File: src/rtl/axi_lite_master.sv
// axi_lite_master
//   Single-outstanding AXI4-Lite initiator. A local requester hands over one
//   read or write at a time on a valid/ready request port. The block issues
//   it on the M_AXI side and returns the result on a held response channel.
//
// Ports
//   aclk, arst        clock, asynchronous active-high reset
//   req_*             request channel (valid/ready, write, addr, wdata, wstrb, prot)
//   rsp_*             response channel (valid/ready, rdata, resp)
//   timeout           sticky flag: current/last transaction ran past TIMEOUT_CYCLES
//   M_AXI_*           AXI4-Lite master interface (AW, W, B, AR, R)
module axi_lite_master #(
    parameter int ADDR_WIDTH     = 32,
    parameter int DATA_WIDTH     = 32,
    parameter int TIMEOUT_CYCLES = 1024
) (
    input  logic                    aclk,
    input  logic                    arst,

    input  logic                    req_valid,
    output logic                    req_ready,
    input  logic                    req_write,
    input  logic [ADDR_WIDTH-1:0]   req_addr,
    input  logic [DATA_WIDTH-1:0]   req_wdata,
    input  logic [DATA_WIDTH/8-1:0] req_wstrb,
    input  logic [2:0]              req_prot,

    output logic                    rsp_valid,
    input  logic                    rsp_ready,
    output logic [DATA_WIDTH-1:0]   rsp_rdata,
    output logic [1:0]              rsp_resp,
    output logic                    timeout,

    output logic [ADDR_WIDTH-1:0]   M_AXI_awaddr,
    output logic [2:0]              M_AXI_awprot,
    output logic                    M_AXI_awvalid,
    input  logic                    M_AXI_awready,
    output logic [DATA_WIDTH-1:0]   M_AXI_wdata,
    output logic [DATA_WIDTH/8-1:0] M_AXI_wstrb,
    output logic                    M_AXI_wvalid,
    input  logic                    M_AXI_wready,
    input  logic [1:0]              M_AXI_bresp,
    input  logic                    M_AXI_bvalid,
    output logic                    M_AXI_bready,
    output logic [ADDR_WIDTH-1:0]   M_AXI_araddr,
    output logic [2:0]              M_AXI_arprot,
    output logic                    M_AXI_arvalid,
    input  logic                    M_AXI_arready,
    input  logic [DATA_WIDTH-1:0]   M_AXI_rdata,
    input  logic [1:0]              M_AXI_rresp,
    input  logic                    M_AXI_rvalid,
    output logic                    M_AXI_rready
);

    localparam int SW = DATA_WIDTH / 8;

    localparam logic [2:0] S_IDLE    = 3'd0;
    localparam logic [2:0] S_WR_REQ  = 3'd1;
    localparam logic [2:0] S_WR_RESP = 3'd2;
    localparam logic [2:0] S_RD_REQ  = 3'd3;
    localparam logic [2:0] S_RD_DATA = 3'd4;
    localparam logic [2:0] S_RESP    = 3'd5;

    // Counter only needs to reach TIMEOUT_CYCLES, where it saturates.
    localparam int CW = (TIMEOUT_CYCLES > 0) ? $clog2(TIMEOUT_CYCLES + 1) : 1;
    localparam logic [CW-1:0] TO_MAX  = CW'(TIMEOUT_CYCLES);
    localparam logic [CW-1:0] TO_LAST = CW'((TIMEOUT_CYCLES > 0) ? TIMEOUT_CYCLES - 1 : 0);

    typedef struct packed {
        logic                  write;
        logic [ADDR_WIDTH-1:0] addr;
        logic [DATA_WIDTH-1:0] wdata;
        logic [SW-1:0]         wstrb;
        logic [2:0]            prot;
    } req_t;

    logic [2:0]    state;
    req_t          req_q;
    logic          aw_done, w_done;
    logic          aw_fin, w_fin;
    logic          busy;
    logic [CW-1:0] cnt;

    // A channel is finished if it handshook earlier or is handshaking now.
    assign aw_fin = aw_done | (M_AXI_awvalid & M_AXI_awready);
    assign w_fin  = w_done  | (M_AXI_wvalid  & M_AXI_wready);
    assign busy   = (state == S_WR_REQ) || (state == S_WR_RESP) ||
                    (state == S_RD_REQ) || (state == S_RD_DATA);

    // Every valid is a pure function of registered state, never of a ready.
    assign req_ready     = (state == S_IDLE);
    assign rsp_valid     = (state == S_RESP);
    assign M_AXI_awvalid = (state == S_WR_REQ) & ~aw_done;
    assign M_AXI_wvalid  = (state == S_WR_REQ) & ~w_done;
    assign M_AXI_bready  = (state == S_WR_RESP);
    assign M_AXI_arvalid = (state == S_RD_REQ);
    assign M_AXI_rready  = (state == S_RD_DATA);

    assign M_AXI_awaddr  = req_q.addr;
    assign M_AXI_awprot  = req_q.prot;
    assign M_AXI_wdata   = req_q.wdata;
    assign M_AXI_wstrb   = req_q.wstrb;
    assign M_AXI_araddr  = req_q.addr;
    assign M_AXI_arprot  = req_q.prot;

    always_ff @(posedge aclk or posedge arst) begin
        if (arst) begin
            state     <= S_IDLE;
            req_q     <= '0;
            aw_done   <= 1'b0;
            w_done    <= 1'b0;
            rsp_rdata <= '0;
            rsp_resp  <= 2'b00;
            cnt       <= '0;
            timeout   <= 1'b0;
        end else begin
            case (state)
                S_IDLE: begin
                    if (req_valid) begin
                        req_q   <= '{write: req_write, addr: req_addr, wdata: req_wdata,
                                     wstrb: req_wstrb, prot: req_prot};
                        cnt     <= '0;
                        timeout <= 1'b0;
                        aw_done <= 1'b0;
                        w_done  <= 1'b0;
                        state   <= req_write ? S_WR_REQ : S_RD_REQ;
                    end
                end
                S_WR_REQ: begin
                    aw_done <= aw_fin;
                    w_done  <= w_fin;
                    if (aw_fin && w_fin) state <= S_WR_RESP;
                end
                S_WR_RESP: begin
                    if (M_AXI_bvalid) begin
                        rsp_resp  <= M_AXI_bresp;
                        rsp_rdata <= '0;
                        state     <= S_RESP;
                    end
                end
                S_RD_REQ: begin
                    if (M_AXI_arready) state <= S_RD_DATA;
                end
                S_RD_DATA: begin
                    if (M_AXI_rvalid) begin
                        rsp_rdata <= M_AXI_rdata;
                        rsp_resp  <= M_AXI_rresp;
                        state     <= S_RESP;
                    end
                end
                S_RESP: begin
                    if (rsp_ready) state <= S_IDLE;
                end
                default: state <= S_IDLE;
            endcase

            // Timeout only flags; the transaction keeps waiting for its handshake.
            if (busy && (TIMEOUT_CYCLES != 0) && (cnt != TO_MAX)) begin
                cnt <= cnt + 1'b1;
                if (cnt == TO_LAST) timeout <= 1'b1;
            end
        end
    end

endmodule

File: config.mk
export PLATFORM = sky130hd
export DESIGN_NAME = axi_lite_master
export DESIGN_NICKNAME = d
export VERILOG_FILES = /design/src/rtl/axi_lite_master.sv
export SDC_FILE = /design/constraint.sdc
export NUM_CORES = 1
export LEC_CHECK = 0
export CAP_MARGIN = 20
export CORE_UTILIZATION = 43
export CTS_CLUSTER_DIAMETER = 50
export DETAILED_ROUTE_END_ITERATION = 10
export PLACE_DENSITY = 0.95
export SLEW_MARGIN = 30
export SYNTH_ARGS = -nofsm -noshare
export SYNTH_HDL_FRONTEND = slang
export SYNTH_SLANG_ARGS = --single-unit
File: constraint.sdc
create_clock -name aclk -period 8.9 [get_ports aclk]
set_clock_uncertainty 0.15 [all_clocks]
set_input_delay 0.89 -clock aclk [delete_from_list [all_inputs] [get_ports aclk]]
set_output_delay 0.89 -clock aclk [all_outputs]
set_load 0.005 [all_outputs]
==> impl_metrics.py, run 1 <==
metrics = {
    "run_status": {
        "outcome": "completed",
    },
    "global_route": {
        "use_met2": 0.4337,
        "grt_max_degree": 80,
        "grt_antenna_before_repair": 0,
        "grt.busiest_layer": "met2",
        "gr-usage-met3": 0.07343,
        "met1_usage": 0.2730,
        "track_usage": 0.2466,
        "grt_pass1_vias": 4819,
        "grt_pass1_wl_um": 23960,
        "grt_overflow": 0,
    },
    "route": {
        "drc": 0,
        "dr.pass1.iters": 4,
        "antenna_left": 0,
        "wirelength_um": 15260,
        "via_per_inst": 4.963,
        "routedWlPerCell_um": 15.62,
        "vias": 4849,
        "drt_iter0_drc": 284,
    },
    "worst_setup_path": {
        "reg2reg_depth": 5,
        "end_kind": "output pin",
        "start_kind": "flip-flop",
        "critPathKind": "reg -> out",
        "required_ns": 7.86,
        "r2r_slack_ns": 6.31,
        "cp.arrival_ns": 2.16,
        "rr_endpoint": "M_AXI_wdata[29]",
        "crit_fanout": 37,
        "reg2reg_from": "state[0]",
    },
    "layout": {
        "layout.nets": 936,
        "antenna_cells": 0,
        "layoutNonFillerInstCount": 977,
        "fill_cells": 863,
        "drive_gt1_frac": 0.05422,
        "area_delta_synth_final_pct": 59.27,
    },
    "floorplan": {
        "ioPinCount": 265,
        "die_w_um": 112.6,
        "fp.coreArea_um2": 11960,
        "die_h_um": 112.6,
        "rows": 40,
        "start_util": 0.4396,
        "dieArea_um2": 12680,
    },
    "clocking": {
        "tritoncts": "built",
        "cts_resized": 0,
        "post_cts_buffers": 0,
        "ctsHoldBuffers": 0,
        "clock_latency_ns": 0.40,
        "cts_buffers": 17,
        "clkTransAtPathRegs_ns": 0.06,
        "cts-root-buf": "clkbuf_16",
        "htree_levels": 4,
        "clockBufferDepth": 2,
        "cts.sinks": 122,
    },
    "synth": {
        "synthFlopType": "dfrtp_1",
        "synth_most_common_cell": "nand2_1",
        "yosys_warnings": 0,
        "synth_edf_count": 0,
        "synthArstFlopShare": 1.000,
        "avgSynthCellArea_um2": 8.838,
        "synth_top_area_frac": 0.5805,
        "synth_area_um2": 5259,
        "ys_ff_latch": 122,
        "yosys.area.top_type": "dfrtp_1",
        "synth_top_cells_by_count": "nand2_1, dfrtp_1, o21ai_0",
        "postSynthCellCount": 595,
        "synthTopCellsByArea": "dfrtp_1, nand2_1, buf_4",
        "seq_area_frac_synth": 0.5805,
        "synth_fp_nets": 714,
        "synthDistinctLibCells": 37,
    },
    "timing": {
        "min_period_ns": 3.201,
        "timing.fmax_mhz": 312.4,
        "final-setup-viol-count": 0,
        "setup_tns_ns": 0,
        "hold_viol_final": 0,
        "period_share": 0.3597,
        "relSlewSlack": 0.5151,
        "slew_viol_final": 0,
        "worstMarginPinSlew_ns": 0.7273,
        "rsz0062_at_grt": "false",
    },
    "worst_hold_path": {
        "holdCritPathClass": "reg -> reg",
        "hold_path_end": "M_AXI_wdata[22]",
        "min-delay-start": "M_AXI_wdata[22]",
        "hold-path-cell-count": 2,
    },
    "power_and_ir_drop": {
        "power.total_mw": 2.908,
        "peakVddDrop_v": 0.0001673,
        "p_leak_nw": 3.876,
        "power_density_nw_per_um2": 347.2,
    },
    "placement": {
        "io_buffers": 264,
        "dp_hpwl_um": 10590,
        "gp_congestion": 0.8378,
        "place_inst": 945,
    },
    "job": {
        "cap_violations": 0,
    },
}
==> area by class of cell <==
class	instances	area (um2)	area share
sequential	122	3053	0.3645
multi-input combinational	401	1784	0.2130
tap	147	183.9	0.02196
clock buffer	19	452.9	0.05408
inverter	6	25.02	0.002988
clock inverter	13	192.7	0.02301
timing repair buffer	269	2684	0.3204
==> per-stage QoR <==
stage                     instance area, um2  hold slack [ns]  setup slack, ns    util
after floorplan                         5259           0.3030            4.617       -
after global placement                  7726           0.3058            5.939  0.6459
after detailed placement                7730           0.3111            5.982  0.6462
after CTS                               8376           0.3250            5.692  0.7002
after global routing                    8376           0.3493            5.583  0.7002
final                                   8376           0.3207            5.699  0.7002
==> how the worst max path moves through the flow <==
stage	from	cells after the start	slack [ns]	end
floorplan	arst	1	4.62	M_AXI_araddr[0]
global placement	arst	3	5.94	M_AXI_araddr[6]
detailed placement	req_valid	5	5.98	M_AXI_araddr[16]
CTS	state[2]	3	5.69	M_AXI_rready
global route	state[2]	3	5.58	M_AXI_rready
finish	state[2]	3	5.70	M_AXI_rready
==> kinds of logic after synthesis <==
logic type | synth area share
buffers and inverters | 0.08280
AND/OR/NAND/NOR | 0.2548
adder cells (fa/ha/maj) | 0.004758
XOR/XNOR | 0.001666
AO/OA/AOI/OAI | 0.05996
flip-flops | 0.5805
multiplexers | 0.01547
==> per-layer routing <==
layer / part of all wire / vias up
met5: 0 / -
met4: 0.032 / 0
met3: 0.069 / 41
met2: 0.51 / 237
met1: 0.39 / 2283
li1: - / 2288
==> critical path, stage by stage, from the launching register on <==
cell             delay, ns
dfrtp_1               0.53
nor3b_2               0.22
buf_4                 0.39
clkdlybuf4s50_1       0.59
==> power breakdown <==
group | leakage, nW | internal [mW] | switching, mW
logic | 1.99 | 0.696 | 0.490
registers | 1.58 | 0.797 | 0.185
clock network | 0.310 | 0.486 | 0.254
total | 3.88 | 1.98 | 0.929
==> sequential cells by signal (all words and copies together), names as in the netlist <==
name,count
cnt,11
timeout,1
w_done,1
rsp_rdata,32
aw_done,1
state,3
M_AXI_wdata,32
rsp_resp,2
M_AXI_araddr,32
M_AXI_wstrb,4
M_AXI_arprot,3
==> cell usage in the layout (no fill, tap or decap), types with 4 or more instances in the layout <==
| cell type | instances |
|---|---|
| nand2_1 | 293 |
| clkinv_4 | 5 |
| a21oi_1 | 4 |
| nor2_1 | 9 |
| clkdlybuf4s50_1 | 264 |
| mux2i_1 | 7 |
| nand3_1 | 4 |
| dfrtp_1 | 122 |
| bufinv_16 | 4 |
| clkbuf_16 | 17 |
| buf_4 | 4 |
| o21ai_0 | 40 |
| inv_1 | 5 |
Note: power is estimated with default switching activity, not from simulation.
==> inputs of run 2 (changes only) <==
- CORE_UTILIZATION: 43 -> 36
- PLACE_DENSITY: 0.95 -> 0.87
- clock period: 8.9 -> 2.6 ns (I/O delays scaled with it)
==> run 2 against run 1 <==
  * Clock power rose to 2.9 times the previous value
  * Wire length down 4.3%
  * Register-to-register slack worse by 5.8 ns
  * Die area up 19%
  * Highest routed layer unchanged
  * Largest cell class unchanged
==> impl_metrics.py, run 2 (synthesis results as in run 1) <==
metrics = {
    "job": {
        "cap_violations": 0,
    },
    "worst_setup_path": {
        "worstPathCellList": "nor3_2, clkdlybuf4s50_1",
        "crit_fanout": 14,
        "r2r_slack_ns": 0.54,
        "rr_endpoint": "M_AXI_araddr[13]",
        "critPathBufInv": 1,
        "cp.arrival_ns": 2.03,
        "critPathKind": "reg -> out",
        "required_ns": 2.19,
        "start_kind": "flip-flop",
        "path_delay_family": "buffers and inverters",
        "cpPeakStageDelay_ns": 0.63,
        "crit_slowest_cell": "clkdlybuf4s50_1",
        "reg2reg_depth": 5,
        "reg2reg_from": "state[0]",
        "end_kind": "output pin",
    },
    "placement": {
        "pre_cts_slack_ns": 0.5155,
        "io_buffers": 264,
        "dp_hpwl_um": 10340,
        "placed_area_um2": 7801,
        "gp_congestion": 0.7769,
    },
    "layout": {
        "drive_gt1_frac": 0.05174,
        "layout.nets": 938,
        "area_delta_synth_final_pct": 58.77,
        "fill_cells": 1162,
        "mostFrequentLayoutCells": "nand2_1, clkdlybuf4s50_1, dfrtp_1",
        "antenna_cells": 0,
        "final_area_um2": 8349,
        "layout_commonest_cell": "nand2_1",
    },
    "clocking": {
        "cts-root-buf": "clkbuf_16",
        "htree_levels": 4,
        "cts.sinks": 122,
        "cts_buffers": 17,
        "clockBufferDepth": 2,
        "cts_resized": 0,
        "post_cts_buffers": 0,
        "clock_latency_ns": 0.40,
        "clkTransAtPathRegs_ns": 0.06,
        "ctsHoldBuffers": 0,
        "tritoncts": "built",
    },
    "power_and_ir_drop": {
        "seqPwrFrac": 0.349,
        "internal_power_mw": 6.462,
        "sw_frac_of_total": 0.3240,
        "p_leak_nw": 3.841,
        "peakVddDrop_v": 0.0005607,
        "power_frac_comb": 0.424,
        "power_density_nw_per_um2": 1145,
        "pwr-share-clk": 0.226,
        "p_sw_mw": 3.097,
    },
    "timing": {
        "hold_viol_final": 0,
        "setup_tns_ns": 0,
        "min_period_ns": 2.436,
        "final-setup-viol-count": 0,
        "worstMarginPinSlew_ns": 0.6425,
        "rsz0062_at_grt": "false",
        "timing.fmax_mhz": 410.6,
        "relSlewSlack": 0.5717,
        "period_share": 0.9368,
        "slew_viol_final": 0,
        "finalWorstSetupSlack_ns": 0.1644,
    },
    "worst_hold_path": {
        "holdCritPathClass": "in -> reg",
        "min-delay-start": "req_wdata[30]",
        "hold_path_end": "M_AXI_wdata[30]",
        "hold-path-cell-count": 3,
    },
    "route": {
        "routedWlPerCell_um": 14.45,
        "drt_iter0_drc": 279,
        "drc": 0,
        "wirelength_um": 14610,
        "via_per_inst": 4.646,
        "dr.pass1.iters": 4,
        "antenna_left": 0,
        "vias": 4697,
    },
    "global_route": {
        "track_usage": 0.1951,
        "grt_pass1_wl_um": 22350,
        "grt_antenna_before_repair": 0,
        "grt_max_degree": 123,
        "grt_overflow": 0,
        "grt_pass1_vias": 4472,
    },
    "floorplan": {
        "ioPinCount": 265,
        "start_util": 0.3745,
        "die_w_um": 122.9,
        "fp.coreArea_um2": 14040,
        "dieArea_um2": 15090,
        "die_h_um": 122.9,
        "rows": 43,
    },
    "run_status": {
        "outcome": "completed",
    },
}
==> run 2: worst max-delay path by stage <==
| stage | to | depth (start not counted) | slack [ns] | start |
|---|---|---|---|---|
| global placement | state[0] | 5 | 0.55 | req_valid |
| detailed placement | state[0] | 5 | 0.52 | req_valid |
| global route | req_ready | 2 | 0.04 | state[0] |
| CTS | M_AXI_rready | 2 | 0.13 | state[2] |
| floorplan | M_AXI_araddr[0] | 1 | 0.69 | arst |
| finish | req_ready | 2 | 0.16 | state[0] |
==> run 2: power by group through the flow <==
stage	combinational, mW	sequential [mW]	clock, mW
2_1_floorplan	1.83	3.30	0
3_3_place_gp	3.97	3.32	0
3_5_place_dp	4.08	3.36	0
4_1_cts	4.12	3.35	2.22
5_1_grt	4.49	3.45	2.31
6_report	4.06	3.34	2.16
==> run 2: area by class of cell <==
type,count,area (um2),area share
inverter,6,26.28,0.003147
clock buffer,21,450.4,0.05395
timing repair buffer,271,2708,0.3243
tap,180,225.2,0.02697
sequential,122,3053,0.3657
multi-input combinational,401,1789,0.2143
clock inverter,10,97.59,0.01169
==> run 2: tightest hold or removal path, cell delays in order <==
cell and delay, ns:
clkdlybuf4s50_1 0.40, nand2_1 0.05, nand2_1 0.04
==> run 2: routing by layer <==
metal	routed length (um)	track usage	part of all wire
met4	390	0.09832	0.027
met1	5568	0.2255	0.38
met3	1320	0.06506	0.090
met2	7329	0.3220	0.50
met5	0	0	0
==> run 2: through the flow <==
step	hold WS (ns)	utilization	cells	power, mW
floorplan	0.2154	-	595	5.130
global placement	0.3065	0.5556	980	7.292
detailed placement	0.3114	0.5556	980	7.443
CTS	0.2051	0.5946	1011	9.683
global route	0.2095	0.5946	1011	10.25
finish	0.2257	0.5946	1011	9.559
==> inputs of run 3 (changes only) <==
- ABC_AREA: unset -> 1
- CORE_UTILIZATION: 36 -> 42
- PLACE_DENSITY: 0.87 -> 0.93
- clock period: 2.6 -> 2.35 ns (I/O delays scaled with it)
==> run 3 against run 2 <==
  * Utilization rose by 7.7 points
  * Final cell count rose by 6.5%
  * Die area fell by 7.7%
  * Area after synthesis rose by 7.6%
  * Critical path depth rose by 4
  * Critical endpoint is now M_AXI_awvalid
  * Largest power group unchanged
  * Highest routed layer unchanged
==> impl_metrics.py, run 3 <==
metrics = {
    "timing": {
        "final-setup-viol-count": 0,
        "timing.fmax_mhz": 441.3,
        "min_period_ns": 2.266,
        "slew_viol_final": 0,
        "relSlewSlack": 0.6770,
        "period_share": 0.9643,
        "hold_viol_final": 0,
        "worstMarginPinSlew_ns": 0.4834,
        "setup_tns_ns": 0,
        "rsz0062_at_grt": "false",
    },
    "route": {
        "drc": 0,
        "vias": 5036,
        "via_per_inst": 4.676,
        "routedWlPerCell_um": 14.59,
        "drt_iter0_drc": 311,
        "wirelength_um": 15710,
        "dr.pass1.iters": 4,
        "antenna_left": 0,
    },
    "worst_setup_path": {
        "crit_fanout": 7,
        "required_ns": 1.97,
        "critPathKind": "reg -> out",
        "r2r_slack_ns": 0.45,
        "end_kind": "output pin",
        "rr_endpoint": "M_AXI_wstrb[3]",
        "reg2reg_depth": 8,
        "cp.arrival_ns": 1.88,
        "reg2reg_from": "state[2]",
        "start_kind": "flip-flop",
    },
    "synth": {
        "synth_edf_count": 0,
        "synth_fp_nets": 775,
        "synth_top_area_frac": 0.5396,
        "synthTopCellsByArea": "dfrtp_1, nand2_1, buf_4",
        "yosys.area.top_type": "dfrtp_1",
        "synthDistinctLibCells": 25,
        "synth_top_cells_by_count": "nand2_1, dfrtp_1, buf_4",
        "ys_ff_latch": 122,
        "postSynthCellCount": 656,
        "synth_most_common_cell": "nand2_1",
        "seq_area_frac_synth": 0.5396,
        "avgSynthCellArea_um2": 8.625,
        "yosys_warnings": 0,
        "synthArstFlopShare": 1.000,
        "synthFlopType": "dfrtp_1",
        "synth_area_um2": 5658,
    },
    "floorplan": {
        "ioPinCount": 265,
        "dieArea_um2": 13940,
        "fp.coreArea_um2": 13190,
        "die_w_um": 118.1,
        "rows": 42,
        "start_util": 0.4290,
        "die_h_um": 118.1,
    },
    "power_and_ir_drop": {
        "internal_power_mw": 7.780,
        "power_frac_comb": 0.442,
        "p_sw_mw": 3.870,
        "sw_frac_of_total": 0.3322,
        "p_leak_nw": 4.111,
        "peakVddDrop_v": 0.0006913,
        "seqPwrFrac": 0.320,
        "power.total_mw": 11.65,
        "pwr-share-clk": 0.238,
        "power_density_nw_per_um2": 1314,
    },
    "layout": {
        "drive_gt1_frac": 0.1289,
        "area_delta_synth_final_pct": 56.68,
        "layout_commonest_cell": "nand2_1",
        "fill_cells": 1003,
        "mostFrequentLayoutCells": "nand2_1, clkdlybuf4s50_1, dfrtp_1",
        "layout.nets": 1007,
    },
    "clocking": {
        "clkTransAtPathRegs_ns": 0.06,
        "htree_levels": 4,
        "cts_buffers": 17,
        "ctsHoldBuffers": 0,
        "tritoncts": "built",
        "clockBufferDepth": 2,
        "cts-root-buf": "clkbuf_16",
        "clock_latency_ns": 0.41,
        "cts.sinks": 122,
    },
    "global_route": {
        "grt_antenna_before_repair": 1,
        "grt_pass1_vias": 4996,
        "grt_overflow": 0,
        "grt_max_degree": 84,
        "track_usage": 0.2363,
        "grt_pass1_wl_um": 25450,
    },
    "placement": {
        "gp_congestion": 0.8084,
        "io_buffers": 264,
        "dp_hpwl_um": 11130,
    },
    "run_status": {
        "outcome": "completed",
    },
    "job": {
        "cap_violations": 0,
    },
    "worst_hold_path": {
        "holdCritPathClass": "in -> async",
    },
}
-- run 3: changes by cell type after synthesis, moves of 7 or more --
| cell | before | now |
|---|---|---|
| o21ai_1 | 0 | 7 |
| o21ai_2 | 0 | 30 |
| buf_4 | 35 | 44 |
| clkbuf_1 | 14 | 0 |
| inv_1 | 6 | 22 |
| nand2_2 | 0 | 32 |
| nand3_1 | 4 | 27 |
| o21ai_0 | 40 | 4 |
| mux2i_1 | 7 | 0 |
| nor2_1 | 9 | 21 |
| nand2_1 | 294 | 303 |
-- run 3: worst max path at each step --
stage / endpoint / depth (start not counted) / start
CTS: M_AXI_awvalid / 6 / state[2]
global placement: M_AXI_awvalid / 6 / state[2]
detailed placement: M_AXI_awvalid / 6 / state[2]
finish: M_AXI_awvalid / 6 / state[2]
global route: M_AXI_awvalid / 6 / state[2]
floorplan: M_AXI_araddr[0] / 1 / arst
-- run 3: logic make-up (layout without fill, tap and decap cells) --
family,Yosys count,after routing,share of synthesized area
buffers and inverters,90,334,0.1024
flip-flops,122,122,0.5396
AO/OA/AOI/OAI,48,48,0.06457
XOR/XNOR,4,4,0.006193
adder cells (fa/ha/maj),2,2,0.004422
other,0,1,0
AND/OR/NAND/NOR,390,390,0.2828
-- run 3: what timing repair did --
| action | in CTS | in global routing |
|---|---|---|
| gates resized for setup | 5 | 0 |
| buffers inserted | 0 | 0 |
| setup endpoints to repair | 2 | 0 |
| hold endpoints to repair | 0 | 0 |
-- run 3: per-layer routing --
layer  vias to the layer above  part of all wire  GRT usage
met1                      2324              0.41     0.2847
met3                        21             0.085    0.08140
li1                       2454                 -          -
met2                       237              0.49     0.3868
met4                         0             0.015    0.09375
met5                         -                 0          0
-- run 3: layout make-up --
| cell class | count | area, um2 | area share |
|---|---|---|---|
| flip-flops and latches | 122 | 3055 | 0.3447 |
| repair buffers | 277 | 2815 | 0.3176 |
| multi-input cells | 444 | 2041 | 0.2302 |
| clock buffers | 24 | 491.7 | 0.05547 |
| well taps | 176 | 220.2 | 0.02484 |
| clock inverters | 7 | 137.6 | 0.01553 |
| inverters | 26 | 101.3 | 0.01143 |
| diodes | 1 | 2.502 | 0.0002823 |
-- run 3: power groups by stage --
stage	Combinational [mW]	Clock [mW]	Sequential, mW
after floorplan	2.59	0	3.67
after global placement	5.00	0	3.69
after detailed placement	5.16	0	3.71
after CTS	5.21	2.84	3.72
after global routing	5.65	2.94	3.85
final	5.15	2.77	3.73
-- run 3: critical path: stages, from the launching register on --
cell and delay [ns]:
dfrtp_2 0.45, inv_2 0.09, nand2_2 0.10, nor2_4 0.12
inv_1 0.07, nor2_2 0.12, clkdlybuf4s50_1 0.52
-- run 3: through the flow --
stage                     hold WS, ns    util  cells  setup slack, ns  area, um2
after CTS                     0.03698  0.6719   1076          0.03513       8862
after global routing          0.07189  0.6719   1076         0.003920       8862
after detailed placement       0.3166  0.6232   1045           0.2979       8220
after global placement         0.3113  0.6232   1045           0.3217       8220
after floorplan                0.1946       -    656           0.4677       5662
final                         0.04539  0.6721   1077          0.08381       8865
